**config.mk**
```make
export PLATFORM = sky130hd
export DESIGN_NAME = bp_me_cfg_io_responder
export DESIGN_NICKNAME = d
export VERILOG_FILES = /design/src/rtl/bp_me_pkg.sv /design/src/rtl/bsg_fifo_1r1w_small.sv /design/src/rtl/bp_me_cfg_io_responder.sv
export SDC_FILE = /design/constraint.sdc
export NUM_CORES = 1
export LEC_CHECK = 0
export ABC_AREA = 1
export CORE_AREA = 2 2 501 503
export DETAILED_ROUTE_END_ITERATION = 16
export DIE_AREA = 0 0 503 505
export PLACE_DENSITY = 0.3
export RECOVER_POWER = 50
export SLEW_MARGIN = 40
export SYNTH_ARGS = -nofsm -noshare
export SYNTH_HDL_FRONTEND = slang
export SYNTH_SLANG_ARGS = --single-unit
```
**constraint.sdc**
```tcl
create_clock -name clk_i -period 8.5 [get_ports clk_i]
set_input_delay 2.55 -clock clk_i [delete_from_list [all_inputs] [get_ports clk_i]]
set_output_delay 2.55 -clock clk_i [all_outputs]
set_load 0.005 [all_outputs]
```
**src/rtl/bp_me_pkg.sv**
```systemverilog
// Shared types for the memory-engine cfg/io path.
// The processor-configuration values (paddr, block width, LCE id width,
// associativity) are fixed here and stand in for the processor config.
// Contents: command enum, message structs, responder FSM state enum,
// and a helper that decodes which commands touch the cfg register port.
package bp_me_pkg;

  localparam int paddr_width_p     = 40;
  localparam int cce_block_width_p = 512;
  localparam int lce_id_width_p    = 2;
  localparam int lce_assoc_p       = 8;
  localparam int lce_way_width_lp  = $clog2(lce_assoc_p);

  typedef enum logic [3:0] {
    e_cce_mem_rd    = 4'd0,
    e_cce_mem_wr    = 4'd1,
    e_cce_mem_uc_rd = 4'd2,
    e_cce_mem_uc_wr = 4'd3,
    e_cce_mem_wb    = 4'd4,
    e_cce_mem_pre   = 4'd5
  } bp_cce_mem_cmd_type_e;

  typedef struct packed {
    logic [lce_way_width_lp-1:0] way_id;
    logic [lce_id_width_p-1:0]   lce_id;
  } bp_cce_mem_payload_s;

  typedef struct packed {
    bp_cce_mem_payload_s       payload;
    logic [2:0]                size;
    logic [paddr_width_p-1:0]  addr;
    bp_cce_mem_cmd_type_e      msg_type;
  } bp_cce_mem_header_s;

  typedef struct packed {
    logic [cce_block_width_p-1:0] data;
    bp_cce_mem_header_s           header;
  } bp_cce_mem_msg_s;

  localparam int cce_mem_msg_width_lp = $bits(bp_cce_mem_msg_s);

  typedef enum logic [1:0] {
    eReset = 2'd0,
    eRun   = 2'd1,
    eFull  = 2'd2
  } bp_me_cfg_io_state_e;

  // Only uncached reads/writes map onto the flat cfg register port.
  function automatic logic is_cfg_cmd(bp_cce_mem_cmd_type_e t);
    return (t == e_cce_mem_uc_rd) || (t == e_cce_mem_uc_wr);
  endfunction

endpackage

```
**src/rtl/bsg_fifo_1r1w_small.sv**
```systemverilog
// Small circular response buffer, one write port and one read port.
// Ports: clk_i, reset_n_i (async, active low, discards contents),
//        v_i/data_i   enqueue (caller guarantees a free slot),
//        v_o/data_o   head entry, valid while not empty,
//        yumi_i       dequeue the head; ignored while empty.
module bsg_fifo_1r1w_small #(
  parameter int width_p = 8,
  parameter int els_p   = 2
) (
  input  logic               clk_i,
  input  logic               reset_n_i,
  input  logic               v_i,
  input  logic [width_p-1:0] data_i,
  output logic               v_o,
  output logic [width_p-1:0] data_o,
  input  logic               yumi_i
);

  localparam int ptr_w_lp = (els_p > 1) ? $clog2(els_p) : 1;
  localparam int cnt_w_lp = $clog2(els_p + 1);
  localparam logic [ptr_w_lp-1:0] last_lp = ptr_w_lp'(els_p - 1);

  logic [width_p-1:0]  mem_r [els_p];
  logic [ptr_w_lp-1:0] wptr_r, rptr_r;
  logic [cnt_w_lp-1:0] cnt_r;
  logic                deq;

  assign v_o    = (cnt_r != '0);
  assign deq    = yumi_i & v_o;
  assign data_o = mem_r[rptr_r];

  always_ff @(posedge clk_i or negedge reset_n_i) begin
    if (!reset_n_i) begin
      wptr_r <= '0;
      rptr_r <= '0;
      cnt_r  <= '0;
    end else begin
      if (v_i) wptr_r <= (wptr_r == last_lp) ? '0 : wptr_r + ptr_w_lp'(1);
      if (deq) rptr_r <= (rptr_r == last_lp) ? '0 : rptr_r + ptr_w_lp'(1);
      case ({v_i, deq})
        2'b10:   cnt_r <= cnt_r + cnt_w_lp'(1);
        2'b01:   cnt_r <= cnt_r - cnt_w_lp'(1);
        default: cnt_r <= cnt_r;
      endcase
    end
  end

  // Storage needs no reset; validity is carried by cnt_r.
  always_ff @(posedge clk_i) begin
    if (v_i) mem_r[wptr_r] <= data_i;
  end

endmodule

```
**src/rtl/bp_me_cfg_io_responder.sv**
```systemverilog
// Responder end of the CCE cfg/io command channel. Each accepted io command
// becomes one uncached cfg register access plus one buffered io response.
// Ports: clk_i, reset_n_i (async, active low)
//        io_cmd_i/io_cmd_v_i/io_cmd_ready_o     command in, valid/ready
//        io_resp_o/io_resp_v_o/io_resp_yumi_i   response out, valid/yumi
//        cfg_w_v_o/cfg_r_v_o/cfg_addr_o/cfg_data_o/cfg_data_i  cfg port
//        err_o                                  sticky unsupported-command flag
//
// state  | meaning
// eReset | leaving reset, not accepting commands
// eRun   | accepting; buffer has a free slot
// eFull  | buffer holds resp_els_p responses, commands stalled
module bp_me_cfg_io_responder
  import bp_me_pkg::*;
#(
  parameter int resp_els_p       = 2,
  parameter int cfg_addr_width_p = 16,
  parameter int cfg_data_width_p = 64
) (
  input  logic                            clk_i,
  input  logic                            reset_n_i,
  input  logic [cce_mem_msg_width_lp-1:0] io_cmd_i,
  input  logic                            io_cmd_v_i,
  output logic                            io_cmd_ready_o,
  output logic [cce_mem_msg_width_lp-1:0] io_resp_o,
  output logic                            io_resp_v_o,
  input  logic                            io_resp_yumi_i,
  output logic                            cfg_w_v_o,
  output logic                            cfg_r_v_o,
  output logic [cfg_addr_width_p-1:0]     cfg_addr_o,
  output logic [cfg_data_width_p-1:0]     cfg_data_o,
  input  logic [cfg_data_width_p-1:0]     cfg_data_i,
  output logic                            err_o
);

  localparam int count_w_lp = $clog2(resp_els_p + 1);
  localparam logic [count_w_lp-1:0] els_lp = count_w_lp'(resp_els_p);

  bp_me_cfg_io_state_e   state_r;
  logic [count_w_lp-1:0] count_r, count_n;
  logic                  ready_r, err_r;
  logic                  accept, deq, is_wr, is_rd;
  bp_cce_mem_msg_s       cmd, resp_in;

  assign cmd    = io_cmd_i;
  assign accept = io_cmd_v_i & ready_r;
  assign deq    = io_resp_v_o & io_resp_yumi_i;
  assign is_wr  = (cmd.header.msg_type == e_cce_mem_uc_wr);
  assign is_rd  = (cmd.header.msg_type == e_cce_mem_uc_rd);

  assign cfg_w_v_o      = accept & is_wr;
  assign cfg_r_v_o      = accept & is_rd;
  assign cfg_addr_o     = cmd.header.addr[cfg_addr_width_p-1:0];
  assign cfg_data_o     = cmd.data[cfg_data_width_p-1:0];
  assign io_cmd_ready_o = ready_r;
  assign err_o          = err_r;

  // Only the low cfg_data_width_p data bits of a command are consumed.
  if (cfg_data_width_p < cce_block_width_p) begin : g_unused
    logic unused_data;
    assign unused_data = ^cmd.data[cce_block_width_p-1:cfg_data_width_p];
  end

  always_comb begin
    resp_in        = '0;
    resp_in.header = cmd.header;
    if (is_rd) resp_in.data[cfg_data_width_p-1:0] = cfg_data_i;
  end

  always_comb begin
    count_n = count_r;
    if (accept && !deq)      count_n = count_r + count_w_lp'(1);
    else if (!accept && deq) count_n = count_r - count_w_lp'(1);
  end

  // ready looks at the next count so a dequeue from full reopens the port on
  // the following cycle; the eReset guard holds it low one extra cycle after
  // reset so the first accept comes two edges after release.
  always_ff @(posedge clk_i or negedge reset_n_i) begin
    if (!reset_n_i) begin
      state_r <= eReset;
      count_r <= '0;
      ready_r <= 1'b0;
      err_r   <= 1'b0;
    end else begin
      count_r <= count_n;
      ready_r <= (state_r != eReset) && (count_n < els_lp);
      if (accept && !is_cfg_cmd(cmd.header.msg_type)) err_r <= 1'b1;
      case (state_r)
        eReset:  state_r <= eRun;
        eRun:    if (count_n == els_lp) state_r <= eFull;
        eFull:   if (count_n != els_lp) state_r <= eRun;
        default: state_r <= eReset;
      endcase
    end
  end

  bsg_fifo_1r1w_small #(
    .width_p(cce_mem_msg_width_lp),
    .els_p  (resp_els_p)
  ) resp_fifo (
    .clk_i    (clk_i),
    .reset_n_i(reset_n_i),
    .v_i      (accept),
    .data_i   (resp_in),
    .v_o      (io_resp_v_o),
    .data_o   (io_resp_o),
    .yumi_i   (deq)
  );

  yumi_needs_valid: assert property (@(posedge clk_i) disable iff (!reset_n_i)
    io_resp_yumi_i |-> io_resp_v_o);

  strobes_exclusive: assert property (@(posedge clk_i) disable iff (!reset_n_i)
    !(cfg_w_v_o && cfg_r_v_o));

endmodule

```
# [After elaboration in Yosys (flattened, before gate mapping)]
# Memory sizes are Yosys's and may differ from the RTL's.
# Index checks and enable logic that the tools add are counted.
[classes] add_sub_neg=6 order_cmp=1 n_eq_ne=10 mux=11 n_bitwise=5 n_reduce_logical=13
[ops] cell="$mux 64" count=1
[ops] cell="$eq 4x2->1 const B" count=2
[ops] cell="$mux 2" count=4
[ops] cell="$eq 2x2->1 const B" count=3
[ops] cell="$ne 2x2->1 const B" count=3
[ops] cell="$pmux 2 s3" count=1
[ops] cell="$reduce_bool 2->1" count=3
[ops] cell="$and 1x1->1" count=5
[ops] cell="$add 2x1->2 const B" count=2
[ops] cell="$eq 2x1->1 const B" count=2
[ops] cell="$logic_and 1x1->1" count=4
[ops] cell="$mux 1" count=4
[ops] cell="$pmux 2 s2" count=1
[ops] cell="$sub 2x1->2 const B" count=2
[ops] cell="$logic_not 1->1" count=3
[ops] cell="$add 1x1->1 const B" count=2
[ops] cell="$logic_not 2->1" count=1
[ops] cell="$lt 2x2->1 const B" count=1
[ops] cell="$reduce_and 2->1" count=1
[ops] cell="$logic_or 1x1->1" count=1
[word_totals] ff_bits=10 ramBits=232 word_cells=54 n_memories=1
[memory_table] memory="resp_fifo.mem_r" words=2 word_bits=116 read_ports=1 rd_clocked_by_memory_dff=0 wr=1 line_no="bsg_fifo_1r1w_small.sv:23" text="logic [width_p-1:0] mem_r [els_p];"

# [Logic depth before layout (Yosys ltp)]
# Gate-level depths: netlist (run 1).
[logic_depth] word_depth=8 mapped_depth=10

# [Modules after synthesis]
# A second synthesis (run 1) with hierarchy kept.
[hier_totals] hier_cells=3234 hier_area_um2=43427.9
[by_module_without_submodules] module="bsg_fifo_1r1w_small" instances=1 cells_each=2973 area_each_um2=41536.1 seq_area_each_um2=33972.6
[by_module_without_submodules] module="bp_me_cfg_io_responder" instances=1 cells_each=261 area_each_um2=1891.8 seq_area_each_um2=150.1

# [Worst setup path after synthesis (run 1)]
# OpenSTA, ideal clock, no wires.
[synth_path] kind="in2reg" startpoint="input io_cmd_v_i" endpoint="memory resp_fifo.mem_r[0][0] (netlist name), enable pin" setup_time_ps=593 arrival_time_ps=7557 t_required_ps=7907 slack_ps=350 cell_stages=2 path_cell_list="nand2_1 nor2_1"
[synth_between] elab_chain_cells=3
[synth_rtl] item="start: declaration" line_no="bp_me_cfg_io_responder.sv:23" text="input logic io_cmd_v_i,"
[synth_rtl] item="$and 1x1->1" line_no="bp_me_cfg_io_responder.sv:46" text="assign accept = io_cmd_v_i & ready_r;"
[synth_rtl] item="$mux 1" line_no="bsg_fifo_1r1w_small.sv:50" text="if (v_i) mem_r[wptr_r] <= data_i;"
[synth_rtl] item="$mux 1 (implied by the code)" line_no="bsg_fifo_1r1w_small.sv:50"
[synth_rtl] item="end: declaration" line_no="bsg_fifo_1r1w_small.sv:23"
# Every way passes these cells.

# [Worst setup path in the final report (run 1)]
[layout_path] startpoint="input io_cmd_i[3]" endpoint="output cfg_w_v_o"
[layout_between] elab_chain_cells=2
[layout_rtl] item="start: declaration" line_no="bp_me_cfg_io_responder.sv:22" text="input logic [cce_mem_msg_width_lp-1:0] io_cmd_i,"
[layout_rtl] item="$eq 4x2->1" line_no="bp_me_cfg_io_responder.sv:48" text="assign is_wr = (cmd.header.msg_type == e_cce_mem_uc_wr);"
[layout_rtl] item="$and 1x1->1" line_no="bp_me_cfg_io_responder.sv:51" text="assign cfg_w_v_o = accept & is_wr;"
[layout_rtl] item="end: declaration" line_no="bp_me_cfg_io_responder.sv:28" text="output logic cfg_w_v_o,"
# Every way passes these cells.

==> out/metrics.csv, run 1 <==
metric,value,unit
overflow,0,
critPathMaxFanout,3,
min_path_type,reg2reg,
routabilityCongestion,0.645,
antenna_found_initial,28,
worstMarginPinSlew,3.98,ns
floorplan.initialDensity,5.57,%
finalSetupViolCount,0,
dp_cells,4808,
synth_top_area_share,50.4,%
crit_required,5.95,ns
drive_gt1_share,5.34,%
synth_compound_area_share,0.199,%
die_w,503,um
grt_max_degree,104,
synth_largest_area_cell,edfxtp_1,
die-area,0.254,sq mm
relSlewSlack,-165,%
io_pins,1281,
cp_cell_sequence,dlygate4sd3_1 > nor3_1 > nand2_1 > nor2_1 > clkdlybuf4s50_1,
cp.arrival,4.33,ns
synth-simple-area-share,14.7,%
rsz0062_at_grt,no,
endpoint_kind,output port,
gr-usage-all-layers,3.86,%
instances_no_fill,4867,
clkTransAtPathRegs,0.06,ns
ys.warnings.count,0,
num_vias,7787,
htreeDepth,1,
cp_slowest_cell,dlygate4sd3_1,
clock_latency,0.63,ns
muxShareOfSynthArea,0,%
grt_pass1_vias,7139,
peakVddDrop,0.000167,V
cts_tree,built,
synthesis.area,0.0138,sq mm
min_period_over_period,80.9,%
first_iter_violations,253,
dr.pass1.iters,4,
clock-sinks,242,
wire_per_inst,10.6,um
synthAdderAreaFrac,0.181,%
p_leak,6.89,nW
cpPeakStageDelay,0.58,ns
syn_area_per_cell,10.4,sq um
grt_first_pass_wirelength,66500,um
rows,183,
synth_cell_types,23,
synth-xor-area-share,0.253,%
dpl.hpwl,38400,um
violations,"capacitance limit, slew limit",
drv_slew,111,
synthesis.instances,1327,
viasPerCell,1.60,
area_delta_synth_final,36.8,%
ys_ff_latch,242,
core_area,0.248,sq mm
max_clock_freq,0.145,GHz
cts_buffer_depth,3,
antenna_left,0,
cts_hold_buf,0,
nets,2147,
numPortBuffers,256,
status,"finished, violations left",
seq_area_frac_synth,52.2,%
wirelength,51700,um
cts_setup_buffers,0,
synth_top_family_by_area,buffers and inverters,
remaining_drc_errors,0,
die_height,505,um
cts-resized-gates,0,
worst_clock_skew,0.0176,ns
path_class,in2out,
hold_viol,0,
maxCapViolations,3,
cellPowerDensity,244,mW/mm^2
numCtsBuffers,31,
finalSetupTns,0,ns
min_period,6.88,ns
root_buffer,clkbuf_16,
start_kind,primary input,
synthTopCellsByArea,"edfxtp_1, buf_4, nand2_1",
report_power, final:
part	switching, mW	internal [mW]
Combinational	1.05	0.699
Clock	0.555	0.665
Sequential	0.0777	1.57
Total	1.68	2.94
per-layer routing:
| layer | GRT usage [%] | wire [um] | vias to the layer above |
|---|---|---|---|
| li1 | - | - | 3556 |
| met1 | 3.65 | 17000 | 3497 |
| met2 | 6.45 | 23900 | 550 |
| met3 | 2.36 | 7630 | 166 |
| met4 | 2.06 | 3070 | 18 |
| met5 | 0 | 115 | - |
cell usage in the layout, fill, tap and decap left out, drive strengths merged:
cell type | Yosys | routed
a21oi | 3 | 3
buf | 556 | 5
clkbuf | 4 | 43
clkdlybuf4s50 | 0 | 200
clkinv | 0 | 14
clkinvlp | 0 | 1
conb | 1 | 448
dfrtp | 10 | 10
diode | 0 | 1
dlygate4sd3 | 0 | 56
edfxtp | 232 | 232
ha | 2 | 2
inv | 76 | 79
nand2 | 361 | 361
nand3 | 3 | 3
nor2 | 71 | 71
nor3 | 1 | 1
o21ai | 1 | 1
o21bai | 1 | 1
or2 | 1 | 1
xnor2 | 2 | 2
xor2 | 2 | 2
metrics by stage:
step                hold WS, ns  worst slack (ns)  utilization (%)  total power [mW]  area [sq um]
floorplan                 0.439             0.350                -              2.51         15500
global placement          0.458              1.87             7.31              3.55         18200
detailed placement        0.462              1.89             7.33              3.53         18200
CTS                       0.474              1.87             7.69              4.82         19100
global route              0.509              1.46             7.62              4.98         18900
finish                    0.471              1.62             7.62              4.62         18900
state kept, by name, summed over array words and instances (netlist names):
name              cells
resp_fifo.wptr_r      1
err_o                 1
resp_fifo.mem_r     232
resp_fifo.rptr_r      1
resp_fifo.cnt_r       2
state_r               2
count_r               2
io_cmd_ready_o        1
layout make-up:
type,instances,area (sq um)
Tap cell,3330,4170
Antenna cell,1,2.50
Timing Repair Buffer,266,2690
Sequential cell,242,7220
Inverter,76,288
Clock buffer,38,802
Clock inverter,18,100
Multi-Input combinational cell,896,3650
Fill cell,28900,229000
cell usage after synthesis (all sizes together):
master,count
nand3,3
inv,76
dfrtp,10
buf,556
conb,1
edfxtp,232
ha,2
xnor2,2
nand2,361
clkbuf,4
nor2,71
or2,1
a21oi,3
o21bai,1
xor2,2
nor3,1
o21ai,1
final timing paths:
path	slack (ns)	cells after the start	end	startpoint
max	1.62	5	cfg_w_v_o	io_cmd_i[3]
min	0.47	1	resp_fifo.cnt_r[1]	resp_fifo.cnt_r[1]
max reg2reg	4.18	4	resp_fifo.mem_r[1][40]	io_cmd_ready_o
min reg2reg	0.47	1	resp_fifo.cnt_r[1]	resp_fifo.cnt_r[1]
max in group asynchronous	5.61	1	resp_fifo.rptr_r	reset_n_i
min in group asynchronous	2.40	1	err_o	reset_n_i
kinds of logic after synthesis:
| logic type | after synthesis |
|---|---|
| xor+xnor | 4 |
| other cells | 1 |
| flops | 242 |
| compound gates | 5 |
| simple gates | 437 |
| buf+inv | 636 |
| fa+ha+maj | 2 |
critical path: cells and delay by family:
kind / cells / cell delay (ns)
simple gates: 3 / 0.68
buf+inv: 2 / 1.10
(Power assumes the default switching activity.)
==> run 2: changes to the inputs <==
--- a/config.mk
+++ b/config.mk
@@ -6,9 +6,9 @@
 export NUM_CORES = 1
 export LEC_CHECK = 0
 export ABC_AREA = 1
-export CORE_AREA = 2 2 501 503
+export CORE_AREA = 2 2 497 499
 export DETAILED_ROUTE_END_ITERATION = 16
-export DIE_AREA = 0 0 503 505
+export DIE_AREA = 0 0 499 501
 export PLACE_DENSITY = 0.3
 export RECOVER_POWER = 50
 export SLEW_MARGIN = 40
==> constraint.sdc (replaced) <==
create_clock -name clk_i -period 6.3 [get_ports clk_i]
set_input_delay 1.89 -clock clk_i [delete_from_list [all_inputs] [get_ports clk_i]]
set_output_delay 1.89 -clock clk_i [all_outputs]
set_load 0.005 [all_outputs]
==> run 2 against run 1 <==
  * The run still ends with capacitance limit, slew limit left
  * Count of clock-buffer cells in the layout up 4
  * Routed wire length shrank 7.0%
  * Non-clock buffer count rose by 3
  * Design area grew 0.72%
  * Global-route usage down 0.24 points
  * Sequential share of layout area shrank 0.27 points
  * Via count is 0.63% lower
  * Utilization rose by 0.16 points
  * Clock skew grew 0.0098 ns
  * Clock power is 57% higher
  * Critical path depth is 1 higher
  * Largest cell class unchanged
  * Largest power group unchanged
==> out/metrics.csv, run 2 (synthesized netlist as in run 1, its figures left out) <==
metric,value,unit,change
status,"finished, violations left",,unchanged
violations,"capacitance limit, slew limit",,unchanged
gr-usage-all-layers,3.62,%,was 3.86%
cts-resized-gates,0,,unchanged
worstReg2RegStart,io_cmd_ready_o,,unchanged
grt_max_degree,116,,was 104
numCtsBuffers,35,,was 31
cts_buffer_depth,3,,unchanged
viasPerCell,1.62,,was 1.60
crit_required,4.41,ns,was 5.95 ns
min_path_type,reg2reg,,unchanged
area_delta_synth_final,37.8,%,was 36.8%
cpPeakStageDelay,0.59,ns,was 0.58 ns
path_class,in2out,,unchanged
cts_hold_buf,0,,unchanged
relSlewSlack,-115,%,was -165%
place_area,0.0181,sq mm,was 0.0182 sq mm
final_cell_mix,"conb_1, nand2_1, edfxtp_1",,unchanged
cp.arrival,3.68,ns,was 4.33 ns
wire_per_inst,10.1,um,was 10.6 um
cp-startpoint,io_cmd_i[1],,was io_cmd_i[3]
clock_latency,0.59,ns,was 0.63 ns
worstMarginPinSlew,3.22,ns,was 3.98 ns
setup_slack,0.732,ns,was 1.62 ns
cp_slowest_cell,dlygate4sd3_1,,unchanged
clkTransAtPathRegs,0.06,ns,about the same
clock-sinks,242,,unchanged
maxCapViolations,3,,unchanged
peakVddDrop,0.000158,V,was 0.000167 V
p_leak,7.03,nW,was 6.89 nW
start_kind,primary input,,unchanged
num_vias,7738,,was 7787
nets,2154,,was 2147
dr.pass1.iters,6,,was 4
die-area,0.250,sq mm,was 0.254 sq mm
regMostFlops,resp_fifo.mem_r,,unchanged
critPathMaxFanout,3,,unchanged
largest_reg_flops,232,,unchanged
overflow,0,,unchanged
hold_path_startpoint,resp_fifo.cnt_r[1],,unchanged
routabilityCongestion,0.633,,was 0.645
numPortBuffers,256,,unchanged
drive_gt1_share,6.21,%,was 5.34%
cts_setup_buffers,0,,unchanged
finalSetupViolCount,0,,unchanged
worst_clock_skew,0.0274,ns,was 0.0176 ns
instances_no_fill,4777,,was 4867
grt_first_pass_wirelength,61400,um,was 66500 um
final_common_cell,conb_1,,unchanged
stdcell_area,0.0191,sq mm,was 0.0189 sq mm
rsz0062_at_grt,no,,unchanged
cellPowerDensity,343,mW/mm^2,was 244 mW/mm^2
grt_pass1_vias,6746,,was 7139
wirelength,48100,um,was 51700 um
min_period_over_period,88.4,%,
first_iter_violations,252,,was 253
dpl.hpwl,35800,um,was 38400 um
remaining_drc_errors,0,,unchanged
die_w,499,um,was 503 um
core_area,0.245,sq mm,was 0.248 sq mm
drv_slew,166,,was 111
multi_input_area,0.00363,sq mm,was 0.00365 sq mm
endpoint_kind,output port,,unchanged
cts_tree,built,,unchanged
dp_cells,4701,,was 4808
antenna_left,0,,unchanged
rows,182,,was 183
final_util,7.78,%,was 7.62%
antenna_found_initial,24,,was 28
max_clock_freq,0.180,GHz,
hold_viol,0,,unchanged
regArea,0.00722,sq mm,unchanged
power,6.54,mW,was 4.62 mW
htreeDepth,2,,was 1
fill_cells,28400,,was 28900
pre_cts_slack,0.967,ns,was 1.89 ns
die_height,501,um,was 505 um
min_period,5.57,ns,
cp_cell_sequence,dlygate4sd3_1 > inv_1 > nor3_1 > nand2_1 > nor2_1 > clkdlybuf4s50_1,,was dlygate4sd3_1 > nor3_1 > nand2_1 > nor2_1 > clkdlybuf4s50_1
floorplan.initialDensity,5.65,%,was 5.57%
root_buffer,clkbuf_16,,unchanged
io_pins,1281,,unchanged
==> run 2: path summary, 6_finish.rpt <==
| check | end | slack (ns) | cells after the start |
|---|---|---|---|
| worst max register to register | resp_fifo.mem_r[0][33] | 2.22 | 4 |
| max in group asynchronous | resp_fifo.rptr_r | 4.06 | 1 |
| worst min register to register | resp_fifo.cnt_r[1] | 0.47 | 1 |
| min in group asynchronous | err_o | 1.77 | 1 |
| worst min-delay path | resp_fifo.cnt_r[1] | 0.47 | 1 |
| worst max-delay path | cfg_w_v_o | 0.73 | 6 |
==> run 2: worst max-delay path, delay by kind of cell <==
kind,cells,cell delay (ns)
simple gates,3,0.62
buf+inv,3,1.16
==> run 2: area by class of cell <==
cell class,count,share of cell area (%)
Tap cell,3220,21.1
Clock buffer,42,4.84
Clock inverter,20,0.985
Timing Repair Buffer,269,14.4
Multi-Input combinational cell,896,19.1
Antenna cell,12,0.158
Sequential cell,242,37.9
Inverter,76,1.51
==> run 2: where the power goes <==
part,switching [mW],internal [mW]
logic,1.44,0.959
clock network,0.821,1.10
registers,0.0843,2.14
total,2.34,4.20
==> run 2: routing by layer <==
metal  vias to the layer above  share of wire, %  track usage [%]
li1                       3580                 -                -
met1                      3436                35             3.78
met2                       547                45             5.57
met3                       155                15             2.26
met4                        20               4.9             1.85
met5                         -              0.67            0.579
==> run 2: through the flow <==
| stage | hold WS, ns | TNS (ns) |
|---|---|---|
| 6_report | 0.466 | 0 |
| 3_3_place_gp | 0.460 | 0 |
| 3_5_place_dp | 0.461 | 0 |
| 4_1_cts | 0.469 | 0 |
| 2_1_floorplan | 0.439 | -276.03 |
| 5_1_grt | 0.499 | 0 |
==> run 3: changes to the inputs <==
--- a/config.mk
+++ b/config.mk
@@ -5,10 +5,9 @@
 export SDC_FILE = /design/constraint.sdc
 export NUM_CORES = 1
 export LEC_CHECK = 0
-export ABC_AREA = 1
-export CORE_AREA = 2 2 497 499
+export CORE_AREA = 2 2 503 505
 export DETAILED_ROUTE_END_ITERATION = 16
-export DIE_AREA = 0 0 499 501
+export DIE_AREA = 0 0 505 507
 export PLACE_DENSITY = 0.3
 export RECOVER_POWER = 50
 export SLEW_MARGIN = 40
==> run 3 against run 2 <==
  * The run still ends with capacitance limit, slew limit left
  * Design area shrank 0.95%
  * Synthesized cell count is 24% lower
  * Setup slack better by 0.073 ns
  * Hold slack hardly changed
  * Via count is 12% lower
  * Sequential share of layout area increased by 0.36 points
  * Critical path type unchanged
  * Critical endpoint is now cfg_r_v_o
  * Largest power group is now registers
==> out/metrics.csv, run 3 <==
metric,value,unit,change
synthesis.instances,1008,,was 1327
worst_clock_skew,0.0431,ns,was 0.0274 ns
syn_area_per_cell,13.3,sq um,was 10.4 sq um
violations,"capacitance limit, slew limit",,unchanged
cp_slowest_cell,dlygate4sd3_1,,unchanged
synthTopCellsByArea,"edfxtp_1, buf_4, mux2_2",,"was edfxtp_1, buf_4, nand2_1"
synthAdderAreaFrac,0.187,%,was 0.181%
cp_cell_sequence,dlygate4sd3_1 > nor4b_1 > and2_1 > clkdlybuf4s50_1,,was dlygate4sd3_1 > inv_1 > nor3_1 > nand2_1 > nor2_1 > clkdlybuf4s50_1
cellPowerDensity,325,mW/mm^2,was 343 mW/mm^2
min_period,5.49,ns,was 5.57 ns
p_leak,6.08,nW,was 7.03 nW
r2r_end,resp_fifo.mem_r[1][55],,was resp_fifo.mem_r[0][33]
grt_pass1_vias,6038,,was 6746
crit_required,4.41,ns,about the same
die-area,0.256,sq mm,was 0.250 sq mm
antenna_left,0,,unchanged
area_delta_synth_final,41.2,%,was 37.8%
dpl.hpwl,43100,um,was 35800 um
instances_no_fill,4595,,was 4777
die_w,505,um,was 499 um
finalSetupViolCount,0,,unchanged
final_common_cell,conb_1,,unchanged
min_path_type,reg2reg,,unchanged
cts_setup_buffers,0,,unchanged
power,6.14,mW,was 6.54 mW
numCtsBuffers,34,,was 35
clock_latency,0.60,ns,was 0.59 ns
min_period_over_period,87.2,%,was 88.4%
start_kind,primary input,,unchanged
cp.depth,4,,was 6
io_pins,1281,,unchanged
yosysMostFrequentCell,buf_4,,unchanged
synth_edf_count,232,,unchanged
drive_gt1_share,15.6,%,was 6.21%
p_sw_share,32.1,%,was 35.8%
wire_per_inst,11.6,um,was 10.1 um
dp_cells,4528,,was 4701
endpoint,cfg_r_v_o,,was cfg_w_v_o
power_frac_clock,31.1,%,was 29.4%
final_cell_mix,"conb_1, edfxtp_1, clkdlybuf4s50_1",,"was conb_1, nand2_1, edfxtp_1"
muxShareOfSynthArea,9.85,%,was 0%
cp-startpoint,io_cmd_i[0],,was io_cmd_i[1]
routabilityCongestion,0.618,,was 0.633
setup_slack,0.806,ns,was 0.732 ns
max_clock_freq,0.182,GHz,was 0.180 GHz
core_area,0.250,sq mm,was 0.245 sq mm
maxCapViolations,4,,was 3
largest_reg_flops,232,,unchanged
pre_cts_slack,0.915,ns,was 0.967 ns
p_seq_share,35.1,%,was 33.9%
synth-xor-area-share,0.524,%,was 0.253%
relSlewSlack,-94.4,%,was -115%
numPortBuffers,256,,unchanged
path_class,in2out,,unchanged
yosys-top-cells-count,"buf_4, edfxtp_1, mux2_2",,"was buf_4, nand2_1, edfxtp_1"
cts_tree,built,,unchanged
finalSetupTns,0,ns,unchanged
ys_ff_latch,242,,unchanged
pwr-share-comb,33.8,%,was 36.6%
rsz0062_at_grt,no,,unchanged
synth_compound_area_share,0.384,%,was 0.199%
seq_area_frac_synth,54.0,%,was 52.2%
cell_internal_pwr,4.17,mW,was 4.20 mW
grt_first_pass_wirelength,65300,um,was 61400 um
cts_buffer_depth,3,,unchanged
power_switching,1.97,mW,was 2.34 mW
synthesis.area,0.0134,sq mm,was 0.0138 sq mm
htreeDepth,2,,unchanged
regToRegSetupSlack,2.37,ns,was 2.22 ns
synth_largest_area_cell,edfxtp_1,,unchanged
synth-simple-area-share,3.98,%,was 14.7%
ys.warnings.count,0,,unchanged
clock-sinks,242,,unchanged
cp.arrival,3.60,ns,was 3.68 ns
synthArstFlopShare,4.13,%,unchanged
wirelength,53400,um,was 48100 um
synth_cell_types,31,,was 23
endpoint_kind,output port,,unchanged
hold_viol,0,,unchanged
worstMarginPinSlew,2.92,ns,was 3.22 ns
dr.pass1.iters,4,,was 6
rr_worst_depth,2,,was 4
peakVddDrop,0.000157,V,was 0.000158 V
grt_max_degree,65,,was 116
rows,184,,was 182
nets,1850,,was 2154
first_iter_violations,202,,was 252
floorplan.initialDensity,5.34,%,was 5.65%
antenna_found_initial,46,,was 24
cpPeakStageDelay,0.60,ns,was 0.59 ns
overflow,0,,unchanged
die_height,507,um,was 501 um
viasPerCell,1.48,,was 1.62
clkTransAtPathRegs,0.06,ns,about the same
crit_family,buffers and inverters,,unchanged
cts_hold_buf,0,,unchanged
root_buffer,clkbuf_16,,unchanged
worstPathBufferInverterCount,2,,was 3
critPathMaxFanout,4,,was 3
status,"finished, violations left",,unchanged
regMostFlops,resp_fifo.mem_r,,unchanged
cts-resized-gates,0,,unchanged
remaining_drc_errors,0,,unchanged
num_vias,6807,,was 7738
worstReg2RegStart,io_cmd_ready_o,,unchanged
fill_cells,29200,,was 28400
drv_slew,159,,was 166
synth_top_family_by_area,buffers and inverters,,unchanged
synth_top_area_share,52.1,%,was 50.4%
gr-usage-all-layers,3.99,%,was 3.62%
synth_ff_type,edfxtp_1,,unchanged
run 3: area by class of cell:
class,count,area [sq um],share of cell area [%]
sequential,242,7220,38.3
tap,3348,4190,22.2
multi-input combinational,663,3660,19.4
timing repair buffer,273,2680,14.2
clock buffer,42,891,4.72
clock inverter,16,199,1.05
antenna,9,22.5,0.119
inverter,2,7.51,0.0398
run 3: kinds of logic (layout without fill, tap and decap cells):
family          Yosys count  count (layout)
buf+inv                 550             333
other cells               1             457
xor+xnor                  8               8
flops                   242             242
fa+ha+maj                 2               2
simple gates             80              80
compound gates            8               8
mux                     117             117
run 3: per-layer routing:
metal  GRT usage [%]  part of all wire [%]  up-vias
met5               0                 0.024        -
met4            1.73                   4.1        2
met3            2.39                    15      150
met2            6.38                    45      662
met1            4.21                    35     3127
li1                -                     -     2866
run 3: worst register-to-register path: stages, from the launching register on:
cell	delay (ns)
dfrtp_1	0.39
and3_1	0.90
clkbuf_1	2.15
run 3: how the worst min path moves through the flow:
stage                       start            endpoint  cells past startpoint
6_report       resp_fifo.cnt_r[1]  resp_fifo.cnt_r[1]                      1
5_1_grt        resp_fifo.cnt_r[1]  resp_fifo.cnt_r[1]                      1
4_1_cts        resp_fifo.cnt_r[1]  resp_fifo.cnt_r[1]                      1
3_5_place_dp   resp_fifo.cnt_r[1]  resp_fifo.cnt_r[1]                      1
3_3_place_gp   resp_fifo.cnt_r[1]  resp_fifo.cnt_r[1]                      1
2_1_floorplan  resp_fifo.cnt_r[1]  resp_fifo.cnt_r[1]                      1
run 3: power groups by stage:
stage | registers, mW | logic [mW] | clock network (mW)
6_report | 2.16 | 2.07 | 1.91
5_1_grt | 2.19 | 2.31 | 2.10
4_1_cts | 2.15 | 2.27 | 2.05
3_5_place_dp | 2.18 | 2.25 | 0
3_3_place_gp | 2.26 | 2.13 | 0
2_1_floorplan | 2.18 | 1.08 | 0
run 3: through the flow:
stage | utilization [%] | cell area (sq um) | hold WS, ns
floorplan | - | 15000 | 0.434
global placement | 7.11 | 17800 | 0.449
detailed placement | 7.15 | 17900 | 0.456
CTS | 7.59 | 19000 | 0.465
global route | 7.53 | 18900 | 0.483
finish | 7.53 | 18900 | 0.466
